### src/rtl/wsc_monitor.sv
// Rule checker for the wolf/sheep/cabbage crossing engine: validates each move, counts legal moves, registers a verdict.
// Optional WSC_MON_REVISIT_EN builds a visited-state bitmap that drives the sticky revisit flag.
module wsc_monitor #(
  parameter int MOVE_W    = 4,
  parameter int MAX_MOVES = 15
) (
  input  logic              clk,
  input  logic              rst,
  input  logic              en,
  input  logic              clear,
  input  logic [3:0]        state_in,
  output logic [1:0]        status,
  output logic              done,
  output logic              error,
  output logic [1:0]        err_code,
  output logic [MOVE_W-1:0] moves,
  output logic              revisit
);

  typedef enum logic [1:0] {IDLE = 2'd0, RUN = 2'd1, DONE = 2'd2, FAIL = 2'd3} mon_state_t;

  localparam logic [1:0]        ERR_NONE    = 2'd0;
  localparam logic [1:0]        ERR_ILLEGAL = 2'd1;
  localparam logic [1:0]        ERR_EATEN   = 2'd2;
  localparam logic [1:0]        ERR_BUDGET  = 2'd3;
  localparam logic [MOVE_W-1:0] MOVE_SAT    = '1;
  localparam logic [MOVE_W-1:0] BUDGET      = MOVE_W'(MAX_MOVES);

  mon_state_t        state_q, state_d;
  logic [1:0]        err_q, err_d;
  logic [MOVE_W-1:0] moves_q, moves_d, moves_inc;
  logic [3:0]        prev_q, prev_d;
  logic              done_q, error_q;

  logic [3:0] toggled;
  logic [2:0] item_tog;
  logic       illegal, eaten;

  // A legal crossing toggles the farmer plus at most one item that stood on the farmer's bank.
  assign toggled   = state_in ^ prev_q;
  assign item_tog  = toggled[2:0];
  assign illegal   = !toggled[3]
                   || ((item_tog & (item_tog - 3'd1)) != 3'd0)
                   || ((item_tog & (prev_q[2:0] ^ {3{prev_q[3]}})) != 3'd0);
  assign eaten     = ((state_in[2] == state_in[1]) && (state_in[3] != state_in[1]))
                   || ((state_in[1] == state_in[0]) && (state_in[3] != state_in[1]));
  assign moves_inc = (moves_q == MOVE_SAT) ? moves_q : moves_q + 1'b1;

`ifdef WSC_MON_REVISIT_EN
  logic [15:0] visited_q, visited_d;
  logic        revisit_q, revisit_d;
`endif

  always_comb begin
    state_d = state_q;
    err_d   = err_q;
    moves_d = moves_q;
    prev_d  = prev_q;
`ifdef WSC_MON_REVISIT_EN
    visited_d = visited_q;
    revisit_d = revisit_q;
`endif
    if (en) begin
      unique case (state_q)
        IDLE: begin
          if (state_in == 4'h0) begin
            state_d = RUN;
            prev_d  = 4'h0;
`ifdef WSC_MON_REVISIT_EN
            visited_d[0] = 1'b1;
`endif
          end
        end
        RUN: begin
          if (state_in != prev_q) begin
            if (illegal) begin
              state_d = FAIL;
              err_d   = ERR_ILLEGAL;
            end else if (eaten) begin
              state_d = FAIL;
              err_d   = ERR_EATEN;
            end else begin
              moves_d = moves_inc;
              prev_d  = state_in;
`ifdef WSC_MON_REVISIT_EN
              visited_d[state_in] = 1'b1;
              if (visited_q[state_in]) revisit_d = 1'b1;
`endif
              // Reaching the far bank wins over a budget hit on the same move.
              if (state_in == 4'hF) begin
                state_d = DONE;
              end else if (moves_inc == BUDGET) begin
                state_d = FAIL;
                err_d   = ERR_BUDGET;
              end
            end
          end
        end
        default: ;
      endcase
    end
  end

  always_ff @(posedge clk) begin
    if (rst || clear) begin
      state_q <= IDLE;
      err_q   <= ERR_NONE;
      moves_q <= '0;
      prev_q  <= 4'h0;
      done_q  <= 1'b0;
      error_q <= 1'b0;
    end else begin
      state_q <= state_d;
      err_q   <= err_d;
      moves_q <= moves_d;
      prev_q  <= prev_d;
      done_q  <= (state_d == DONE);
      error_q <= (state_d == FAIL);
    end
  end

`ifdef WSC_MON_REVISIT_EN
  always_ff @(posedge clk) begin
    if (rst || clear) begin
      visited_q <= 16'h0000;
      revisit_q <= 1'b0;
    end else begin
      visited_q <= visited_d;
      revisit_q <= revisit_d;
    end
  end
  assign revisit = revisit_q;
`else
  assign revisit = 1'b0;
`endif

  assign status   = state_q;
  assign done     = done_q;
  assign error    = error_q;
  assign err_code = err_q;
  assign moves    = moves_q;

endmodule

### config.mk
export PLATFORM = sky130hd
export DESIGN_NAME = wsc_monitor
export DESIGN_NICKNAME = d
export VERILOG_FILES = /design/src/rtl/wsc_monitor.sv
export SDC_FILE = /design/constraint.sdc
export NUM_CORES = 1
export LEC_CHECK = 0
export CORE_MARGIN = 2
export CORE_UTILIZATION = 45
export CTS_CLUSTER_DIAMETER = 60
export CTS_CLUSTER_SIZE = 20
export DETAILED_ROUTE_END_ITERATION = 16
export GPL_TIMING_DRIVEN = 0
export PLACE_DENSITY = 0.8
export SYNTH_ARGS = -nofsm -noshare
export SYNTH_HDL_FRONTEND = slang
export SYNTH_SLANG_ARGS = --single-unit
### constraint.sdc
create_clock -name clk -period 2.91 [get_ports clk]
set_clock_uncertainty 0.1 [all_clocks]
set_input_delay 0.582 -clock clk [delete_from_list [all_inputs] [get_ports clk]]
set_output_delay 0.582 -clock clk [all_outputs]
set_load 0.01 [all_outputs]
==> flow_summary.html, run 1 <==
<table>
<tr><th>Metric</th><th>Value</th></tr>
<tr><th colspan="2">Run status</th></tr>
<tr><td>Outcome</td><td>finished clean</td></tr>
<tr><th colspan="2">Synth</th></tr>
<tr><td>Area share of the leading cell type in the synthesized netlist</td><td>0.312</td></tr>
<tr><td>Cell type with the largest total area after synthesis</td><td>sky130_fd_sc_hd__dfxtp_1</td></tr>
<tr><td>Fraction of the yosys area taken by sequential cells</td><td>0.312</td></tr>
<tr><td>Dominant register cell in the synthesized netlist</td><td>sky130_fd_sc_hd__dfxtp_1</td></tr>
<tr><td>Mapped Cells</td><td>100</td></tr>
<tr><td>Total nets after synthesis</td><td>111</td></tr>
<tr><td>Post-synthesis area per instance</td><td>9.00 um^2</td></tr>
<tr><td>Post-synth EDFFs</td><td>0</td></tr>
<tr><td>Post-Synthesis Cell Area</td><td>900 um^2</td></tr>
<tr><td>Async set-reset flop share out of synthesis</td><td>0</td></tr>
<tr><td>Cell variety after synth</td><td>just over 40</td></tr>
<tr><td>Count of warnings emitted by yosys</td><td>0</td></tr>
<tr><td>Area contributors post-synth</td><td>sky130_fd_sc_hd__dfxtp_1 31%, sky130_fd_sc_hd__mux2i_1 6.7%, sky130_fd_sc_hd__nand2_1 6.7%, sky130_fd_sc_hd__xor2_1 5.8%, sky130_fd_sc_hd__ha_1 4.2%</td></tr>
<tr><td>#FFs+latches synth</td><td>14</td></tr>
<tr><th colspan="2">Clocking</th></tr>
<tr><td>Number of clock buffers inserted by TritonCTS</td><td>3</td></tr>
<tr><td>Resized cells post-CTS</td><td>0</td></tr>
<tr><td>CTS tree</td><td>done</td></tr>
<tr><td>Number of hold buffers added after cts</td><td>0</td></tr>
<tr><td>Clock latency reported for the late side of the worst-skew pair</td><td>~280 ps</td></tr>
<tr><td>Number of setup buffers added after CTS</td><td>0</td></tr>
<tr><td>Number of clock sinks</td><td>14</td></tr>
<tr><td>Number of levels the H-tree was split into</td><td>1</td></tr>
<tr><td>Clock tree root driver cell</td><td>sky130_fd_sc_hd__clkbuf_4</td></tr>
<tr><td>Clock transition time at the flip-flop clock pins of the worst setup and hold paths</td><td>around 90 ps</td></tr>
<tr><td>CTS Buffer Depth</td><td>2</td></tr>
<tr><th colspan="2">Power</th></tr>
<tr><td>Logic gate share of total power</td><td>0.127</td></tr>
<tr><td>Internal Pwr Total</td><td>0.288 mW</td></tr>
<tr><td>Power consumption</td><td>approximately 0.38 mW</td></tr>
<tr><td>Proportion of total power due to net switching</td><td>0.248</td></tr>
<tr><td>Max IR drop VDD</td><td>351 uV</td></tr>
<tr><td>NetSw</td><td>0.0951 mW</td></tr>
<tr><td>Total power divided by cell area</td><td>roughly 340 nW/um^2</td></tr>
<tr><td>Reg power frac</td><td>0.501</td></tr>
<tr><td>Pleak</td><td>roughly 0.48 nW</td></tr>
<tr><td>Clock share of power</td><td>0.373</td></tr>
<tr><th colspan="2">Die</th></tr>
<tr><td>Num rows</td><td>16</td></tr>
<tr><td>Initial Util</td><td>0.468</td></tr>
<tr><td>Die outline height</td><td>between 40 and 50 um</td></tr>
<tr><td>Die area</td><td>approximately 2400 um^2</td></tr>
<tr><td>Standard cell core area</td><td>approximately 1900 um^2</td></tr>
<tr><td>Chip width</td><td>between 40 and 50 um</td></tr>
<tr><td>Number of I/O pins</td><td>19</td></tr>
<tr><th colspan="2">Route</th></tr>
<tr><td>Drt pass-1 iters</td><td>4</td></tr>
<tr><td>Routed wire length</td><td>about 2100 um</td></tr>
<tr><td>Avg WL per Cell</td><td>13.9 um</td></tr>
<tr><td>Ratio of routed vias to standard cells</td><td>about 5.6</td></tr>
<tr><td>Number of routed nets with antenna violations</td><td>0</td></tr>
<tr><td>Violation count after the first detailed-routing iteration</td><td>24</td></tr>
<tr><td>DRC errors left</td><td>0</td></tr>
<tr><td>Via count</td><td>828</td></tr>
<tr><th colspan="2">STA</th></tr>
<tr><td>Worst hold margin</td><td>409 ps</td></tr>
<tr><td>Final worst-path cycle share</td><td>0.904</td></tr>
<tr><td>Final Hold Violating Endpoints</td><td>0</td></tr>
<tr><td>Max-slew violation count</td><td>0</td></tr>
<tr><td>Final sum of negative setup slack</td><td>0 ps</td></tr>
<tr><td>Setup WS post-layout</td><td>approximately 280 ps</td></tr>
<tr><td>Final critical-path required period</td><td>2630 ps</td></tr>
<tr><td>Worst slew margin</td><td>0.558</td></tr>
<tr><td>F_max</td><td>around 0.38 GHz</td></tr>
<tr><td>Transition at the pin with the smallest max-transition slack</td><td>about 650 ps</td></tr>
<tr><td>Final setup violation count</td><td>0</td></tr>
<tr><td>Setup repair after global routing missed its margin</td><td>false</td></tr>
<tr><th colspan="2">Place</th></tr>
<tr><td>Half-perimeter wire length of the detailed placement result</td><td>~1500 um</td></tr>
<tr><td>Placed Cells</td><td>roughly 140</td></tr>
<tr><td>GP Congestion</td><td>0.837</td></tr>
<tr><td>Number of buffers inserted by port buffering</td><td>16</td></tr>
<tr><td>Pre-CTS setup slack</td><td>-3.48 ps</td></tr>
<tr><td>Area after DPL</td><td>about 1100 um^2</td></tr>
<tr><th colspan="2">Worst setup path</th></tr>
<tr><td>Setup Crit Path Kind</td><td>input port to flop</td></tr>
<tr><td>Largest fanout on the critical path</td><td>7</td></tr>
<tr><td>Cell with the biggest individual delay on the critical path</td><td>sky130_fd_sc_hd__a211oi_1</td></tr>
<tr><td>Worst path top cell family by delay</td><td>compound AO/OA/AOI/OAI gates</td></tr>
<tr><td>Endpoint class of the critical path</td><td>flop</td></tr>
<tr><td>Peak per-stage delay on the critical path</td><td>490 ps</td></tr>
<tr><td>Required arrival time at the worst endpoint</td><td>2990 ps</td></tr>
<tr><td>Kind of launch point of the worst setup path</td><td>input port</td></tr>
<tr><td>Combined buffer and inverter count along the critical path</td><td>2</td></tr>
<tr><td>Arrival time at the worst endpoint</td><td>2710 ps</td></tr>
<tr><td>CP cell instances</td><td>clkdlybuf4s50_1 -&gt; buf_2 -&gt; nor2b_1 -&gt; a2111o_1 -&gt; a211oi_1 -&gt; nand2_1 -&gt; o221a_2</td></tr>
<tr><th colspan="2">GRT</th></tr>
<tr><td>Total gr overflow</td><td>0</td></tr>
<tr><td>Initial antenna violation count</td><td>0</td></tr>
<tr><td>Overall routing resource usage</td><td>0.187</td></tr>
<tr><td>Vias in the first global route</td><td>between 800 and 900</td></tr>
<tr><td>Pin count of the biggest net entering global routing</td><td>11</td></tr>
<tr><td>Wire length of the first global-routing pass</td><td>3480 um</td></tr>
<tr><th colspan="2">Cells and area</th></tr>
<tr><td>Post-route standard cell area excluding fillers</td><td>1130 um^2</td></tr>
<tr><td>Nets</td><td>between 100 and 150</td></tr>
<tr><td>Total of fill cells in the finished design</td><td>between 150 and 200</td></tr>
<tr><td>Commonest non-fill, non-tap cells in the layout</td><td>16 x sky130_fd_sc_hd__nand2_1, 16 x sky130_fd_sc_hd__clkdlybuf4s50_1, 14 x sky130_fd_sc_hd__dfxtp_1</td></tr>
<tr><td>Filler-free cell count of the finished design</td><td>between 100 and 150</td></tr>
<tr><td>Area taken by multi-input logic gates</td><td>591 um^2</td></tr>
<tr><td>Number of diodes added for antenna fixing</td><td>0</td></tr>
<tr><td>Footprint of the flip-flops and latches</td><td>between 200 and 300 um^2</td></tr>
<tr><td>Share of post-route cells with drive strength above 1</td><td>0.100</td></tr>
<tr><td>Utilization after layout</td><td>0.588</td></tr>
<tr><td>Area added between synthesis and finish</td><td>25.6%</td></tr>
<tr><th colspan="2">Min path</th></tr>
<tr><td>Class of the worst hold path</td><td>flop to flop</td></tr>
<tr><th colspan="2">Run</th></tr>
<tr><td>Max-cap viol count</td><td>0</td></tr>
</table>
-- Yosys cell counts, types with 2 or more instances --
| cell | n |
|---|---|
| sky130_fd_sc_hd__buf_2 | 2 |
| sky130_fd_sc_hd__nand2b_1 | 2 |
| sky130_fd_sc_hd__xnor2_1 | 2 |
| sky130_fd_sc_hd__nand3_1 | 3 |
| sky130_fd_sc_hd__o221a_2 | 2 |
| sky130_fd_sc_hd__xor2_1 | 6 |
| sky130_fd_sc_hd__a21oi_1 | 3 |
| sky130_fd_sc_hd__inv_1 | 2 |
| sky130_fd_sc_hd__nand2_1 | 16 |
| sky130_fd_sc_hd__dfxtp_1 | 14 |
| sky130_fd_sc_hd__and2_1 | 2 |
| sky130_fd_sc_hd__nor4b_1 | 2 |
| sky130_fd_sc_hd__a21boi_0 | 2 |
| sky130_fd_sc_hd__ha_1 | 3 |
| sky130_fd_sc_hd__and3_1 | 2 |
| sky130_fd_sc_hd__nor2_1 | 2 |
| sky130_fd_sc_hd__nor2b_1 | 3 |
| sky130_fd_sc_hd__nor4bb_1 | 2 |
| sky130_fd_sc_hd__a31oi_1 | 2 |
| sky130_fd_sc_hd__mux2i_1 | 6 |
| sky130_fd_sc_hd__o21ai_0 | 2 |
-- area by class of cell --
class / count / area share
Inverter: 3 / 0.00997
Timing Repair Buffer: 16 / 0.142
Tap cell: 27 / 0.0299
Buffer: 3 / 0.0155
Multi-Input combinational cell: 80 / 0.523
Clock buffer: 4 / 0.0321
Sequential cell: 14 / 0.248
-- per-layer routing --
metal,up-vias,track usage,routed length [um]
met5,-,0,0
met4,0,0.0810,13
met3,2,0.0525,97
met2,24,0.304,989
met1,394,0.230,949
li1,408,-,-
-- worst min-delay path: cells and delay by family, from the launching register on --
| family | cells | cell delay, ps |
|---|---|---|
| flip-flops | 1 | 340 |
| multiplexers | 1 | 60 |
| AND/OR/NAND/NOR | 1 | 60 |
-- final timing paths --
kind | start | endpoint | slack (ps) | cells past startpoint
setup / recovery | state_in[1] | err_code[0] | 280 | 7
hold / removal | prev_q[2] | prev_q[2] | 410 | 2
setup reg to reg | moves[0] | err_code[0] | 800 | 6
hold reg to reg | prev_q[2] | prev_q[2] | 410 | 2
-- flip-flops by register name, indices dropped and copies added, names as in the netlist, named ones only --
register,count
moves,4
prev_q,4
err_code,2
done,1
error,1
status,1
-- power by group through the flow --
stage	clock network [mW]	logic, mW	registers [mW]
floorplan	0	0.0297	0.196
global placement	0	0.0459	0.196
detailed placement	0	0.0477	0.196
CTS	0.142	0.0479	0.192
global route	0.154	0.0532	0.192
finish	0.143	0.0485	0.192
-- cells by family (layout without fill, tap and decap cells) --
group / Yosys count / count (layout) / synth area share
and+or+nand+nor: 39 / 39 / 0.239
AOI/OAI and AO/OA: 23 / 23 / 0.227
DFF: 14 / 14 / 0.312
xor gates and xnor gates: 8 / 8 / 0.0779
muxes: 6 / 6 / 0.0668
buffers and inverters: 6 / 26 / 0.0320
adders and majority gates: 3 / 3 / 0.0417
other: 1 / 1 / 0.00417
No activity file was read; power rests on OpenSTA's default activity.
==> run 2, diff against run 1 <==
CORE_ASPECT_RATIO = 1.4   (was default)
HOLD_SLACK_MARGIN = 0.08   (was default)
==> run 2 against run 1 <==
Final area down 0.66%. Critical endpoint is now prev_q[0]. Worst hold slack better by 3.4 ps. Clock power about the same. Global-route usage down 0.32 points. Combinational power down 1%.
==> flow_summary.html, run 2 (synthesis results as in run 1) <==
<table>
<tr><th>Metric</th><th>Value</th></tr>
<tr><th colspan="2">Power</th></tr>
<tr><td>Max IR drop VDD</td><td>261 uV (-26%)</td></tr>
<tr><td>Power consumption</td><td>0.383 mW (about the same)</td></tr>
<tr><td>Reg power frac</td><td>0.501 (about the same)</td></tr>
<tr><td>Proportion of total power due to net switching</td><td>0.247 (-0.00173)</td></tr>
<tr><td>Logic gate share of total power</td><td>0.125 (-0.002)</td></tr>
<tr><td>Total power divided by cell area</td><td>341 nW/um^2 (+0.59%)</td></tr>
<tr><td>NetSw</td><td>0.0944 mW (-0.78%)</td></tr>
<tr><td>Internal Pwr Total</td><td>0.288 mW (+0.15%)</td></tr>
<tr><td>Pleak</td><td>0.476 nW (unchanged)</td></tr>
<tr><td>Clock share of power</td><td>0.374 (about the same)</td></tr>
<tr><th colspan="2">Place</th></tr>
<tr><td>Area after DPL</td><td>1090 um^2 (-0.69%)</td></tr>
<tr><td>GP Congestion</td><td>0.771 (-7.9%)</td></tr>
<tr><td>Placed Cells</td><td>137 (-4.2%)</td></tr>
<tr><td>Number of buffers inserted by port buffering</td><td>16 (unchanged)</td></tr>
<tr><td>Half-perimeter wire length of the detailed placement result</td><td>1510 um (-1.2%)</td></tr>
<tr><th colspan="2">Route</th></tr>
<tr><td>Ratio of routed vias to standard cells</td><td>5.84 (+3.8%)</td></tr>
<tr><td>Routed wire length</td><td>1950 um (-5.0%)</td></tr>
<tr><td>Drt pass-1 iters</td><td>4 (unchanged)</td></tr>
<tr><td>Avg WL per Cell</td><td>13.8 um (-0.98%)</td></tr>
<tr><td>Via count</td><td>824 (-0.48%)</td></tr>
<tr><td>DRC errors left</td><td>0 (unchanged)</td></tr>
<tr><td>Number of routed nets with antenna violations</td><td>0 (unchanged)</td></tr>
<tr><td>Violation count after the first detailed-routing iteration</td><td>24 (unchanged)</td></tr>
<tr><th colspan="2">STA</th></tr>
<tr><td>Transition at the pin with the smallest max-transition slack</td><td>738 ps (+84.4 ps)</td></tr>
<tr><td>Setup repair after global routing missed its margin</td><td>false</td></tr>
<tr><td>Max-slew violation count</td><td>0 (unchanged)</td></tr>
<tr><td>Final Hold Violating Endpoints</td><td>0 (unchanged)</td></tr>
<tr><td>Worst slew margin</td><td>0.501 (-0.0570)</td></tr>
<tr><td>Final worst-path cycle share</td><td>0.901 (-0.00299)</td></tr>
<tr><td>F_max</td><td>0.381 GHz (+0.33%)</td></tr>
<tr><td>Final setup violation count</td><td>0 (unchanged)</td></tr>
<tr><td>Final critical-path required period</td><td>2620 ps (-8.69 ps)</td></tr>
<tr><th colspan="2">Worst setup path</th></tr>
<tr><td>Arrival time at the worst endpoint</td><td>2710 ps (about the same)</td></tr>
<tr><td>Kind of launch point of the worst setup path</td><td>input port</td></tr>
<tr><td>Endpoint class of the critical path</td><td>flop</td></tr>
<tr><td>Largest fanout on the critical path</td><td>7 (unchanged)</td></tr>
<tr><td>Setup Crit Path Kind</td><td>input port to flop</td></tr>
<tr><td>Required arrival time at the worst endpoint</td><td>3000 ps (about the same)</td></tr>
<tr><th colspan="2">Run</th></tr>
<tr><td>Max-cap viol count</td><td>0 (unchanged)</td></tr>
<tr><th colspan="2">Cells and area</th></tr>
<tr><td>Commonest non-fill, non-tap cells in the layout</td><td>16 x sky130_fd_sc_hd__nand2_1, 16 x sky130_fd_sc_hd__clkdlybuf4s50_1, 14 x sky130_fd_sc_hd__dfxtp_1</td></tr>
<tr><td>Share of post-route cells with drive strength above 1</td><td>0.100 (unchanged)</td></tr>
<tr><td>Nets</td><td>132 (unchanged)</td></tr>
<tr><td>Post-route standard cell area excluding fillers</td><td>1120 um^2 (-0.66%)</td></tr>
<tr><td>Area added between synthesis and finish</td><td>24.8%</td></tr>
<tr><td>Number of diodes added for antenna fixing</td><td>0 (unchanged)</td></tr>
<tr><td>Filler-free cell count of the finished design</td><td>141 (-4.1%)</td></tr>
<tr><td>Utilization after layout</td><td>0.583 (-0.00505)</td></tr>
<tr><th colspan="2">Clocking</th></tr>
<tr><td>CTS tree</td><td>done</td></tr>
<tr><td>Resized cells post-CTS</td><td>0 (unchanged)</td></tr>
<tr><td>Number of levels the H-tree was split into</td><td>1 (unchanged)</td></tr>
<tr><td>Number of clock sinks</td><td>14 (unchanged)</td></tr>
<tr><td>CTS Buffer Depth</td><td>2 (unchanged)</td></tr>
<tr><td>Number of clock buffers inserted by TritonCTS</td><td>3 (unchanged)</td></tr>
<tr><td>Clock transition time at the flip-flop clock pins of the worst setup and hold paths</td><td>80 ps (about the same)</td></tr>
<tr><td>Clock tree root driver cell</td><td>sky130_fd_sc_hd__clkbuf_4</td></tr>
<tr><td>Number of hold buffers added after cts</td><td>0 (unchanged)</td></tr>
<tr><td>Number of setup buffers added after CTS</td><td>0 (unchanged)</td></tr>
<tr><td>Clock latency reported for the late side of the worst-skew pair</td><td>300 ps (+20 ps)</td></tr>
<tr><th colspan="2">Die</th></tr>
<tr><td>Chip width</td><td>41.8 um (-14%)</td></tr>
<tr><td>Die outline height</td><td>56.9 um (+17%)</td></tr>
<tr><td>Die area</td><td>2380 um^2 (+0.23%)</td></tr>
<tr><td>Initial Util</td><td>0.467 (-0.000913)</td></tr>
<tr><td>Standard cell core area</td><td>1930 um^2 (+0.20%)</td></tr>
<tr><td>Number of I/O pins</td><td>19 (unchanged)</td></tr>
<tr><td>Num rows</td><td>19 (+3)</td></tr>
<tr><th colspan="2">GRT</th></tr>
<tr><td>Vias in the first global route</td><td>761 (-5.3%)</td></tr>
<tr><td>Total gr overflow</td><td>0 (unchanged)</td></tr>
<tr><td>Pin count of the biggest net entering global routing</td><td>11 (unchanged)</td></tr>
<tr><td>Initial antenna violation count</td><td>0 (unchanged)</td></tr>
<tr><td>Overall routing resource usage</td><td>0.184 (-0.00319)</td></tr>
<tr><td>Wire length of the first global-routing pass</td><td>3290 um (-5.3%)</td></tr>
<tr><th colspan="2">Run status</th></tr>
<tr><td>Outcome</td><td>finished clean</td></tr>
<tr><th colspan="2">Min path</th></tr>
<tr><td>Class of the worst hold path</td><td>flop to flop</td></tr>
</table>
[run 2: cell type report]
class	instances	area, um^2
Inverter	3	11.3
Multi-Input combinational cell	80	591
Sequential cell	14	280
Clock buffer	4	36.3
Tap cell	21	26.3
Timing Repair Buffer	16	160
Fill cell	153	803
Buffer	3	17.5
[run 2: power by group through the flow]
| stage | sequential, mW | combinational (mW) | clock (mW) |
|---|---|---|---|
| global placement | 0.196 | 0.0465 | 0 |
| detailed placement | 0.196 | 0.0474 | 0 |
| global route | 0.192 | 0.0531 | 0.151 |
| CTS | 0.192 | 0.0477 | 0.146 |
| floorplan | 0.196 | 0.0297 | 0 |
| finish | 0.192 | 0.0478 | 0.143 |
[run 2: path summary, 6_finish.rpt]
kind	slack, ps	cells past startpoint	from	endpoint
max	290	7	state_in[1]	prev_q[0]
min	410	2	prev_q[2]	prev_q[2]
max reg2reg	820	5	prev_q[1]	prev_q[0]
min reg2reg	410	2	prev_q[2]	prev_q[2]
[run 2: stage by stage]
| step | hold WS (ps) | setup WS [ps] | TNS (ps) |
|---|---|---|---|
| after floorplan | 366 | 671 | 0 |
| after global placement | 387 | 22.0 | 0 |
| after detailed placement | 404 | -24.9 | -104 |
| after CTS | 415 | 289 | 0 |
| after global routing | 452 | 201 | 0 |
| final | 413 | 288 | 0 |
[run 2: routing by layer]
metal	track usage	wire, um	up-vias
met1	0.197	804	383
met2	0.315	990	25
met4	0.138	57	0
met5	0	0	-
li1	-	-	411
met3	0.0322	95	5
[run 2: critical path: stages]
cell	delay, ps
sky130_fd_sc_hd__clkdlybuf4s50_1	490
sky130_fd_sc_hd__buf_2	210
sky130_fd_sc_hd__nor2b_1	70
sky130_fd_sc_hd__a2111o_1	440
sky130_fd_sc_hd__a2111oi_4	480
sky130_fd_sc_hd__nand2_1	270
sky130_fd_sc_hd__mux2i_1	170
==> run 3, diff against run 2 <==
CTS_CLUSTER_DIAMETER = 200   (was 60)
==> results of run 3 <==
The final DEF is identical to that of run 2; final timing and power are the same.
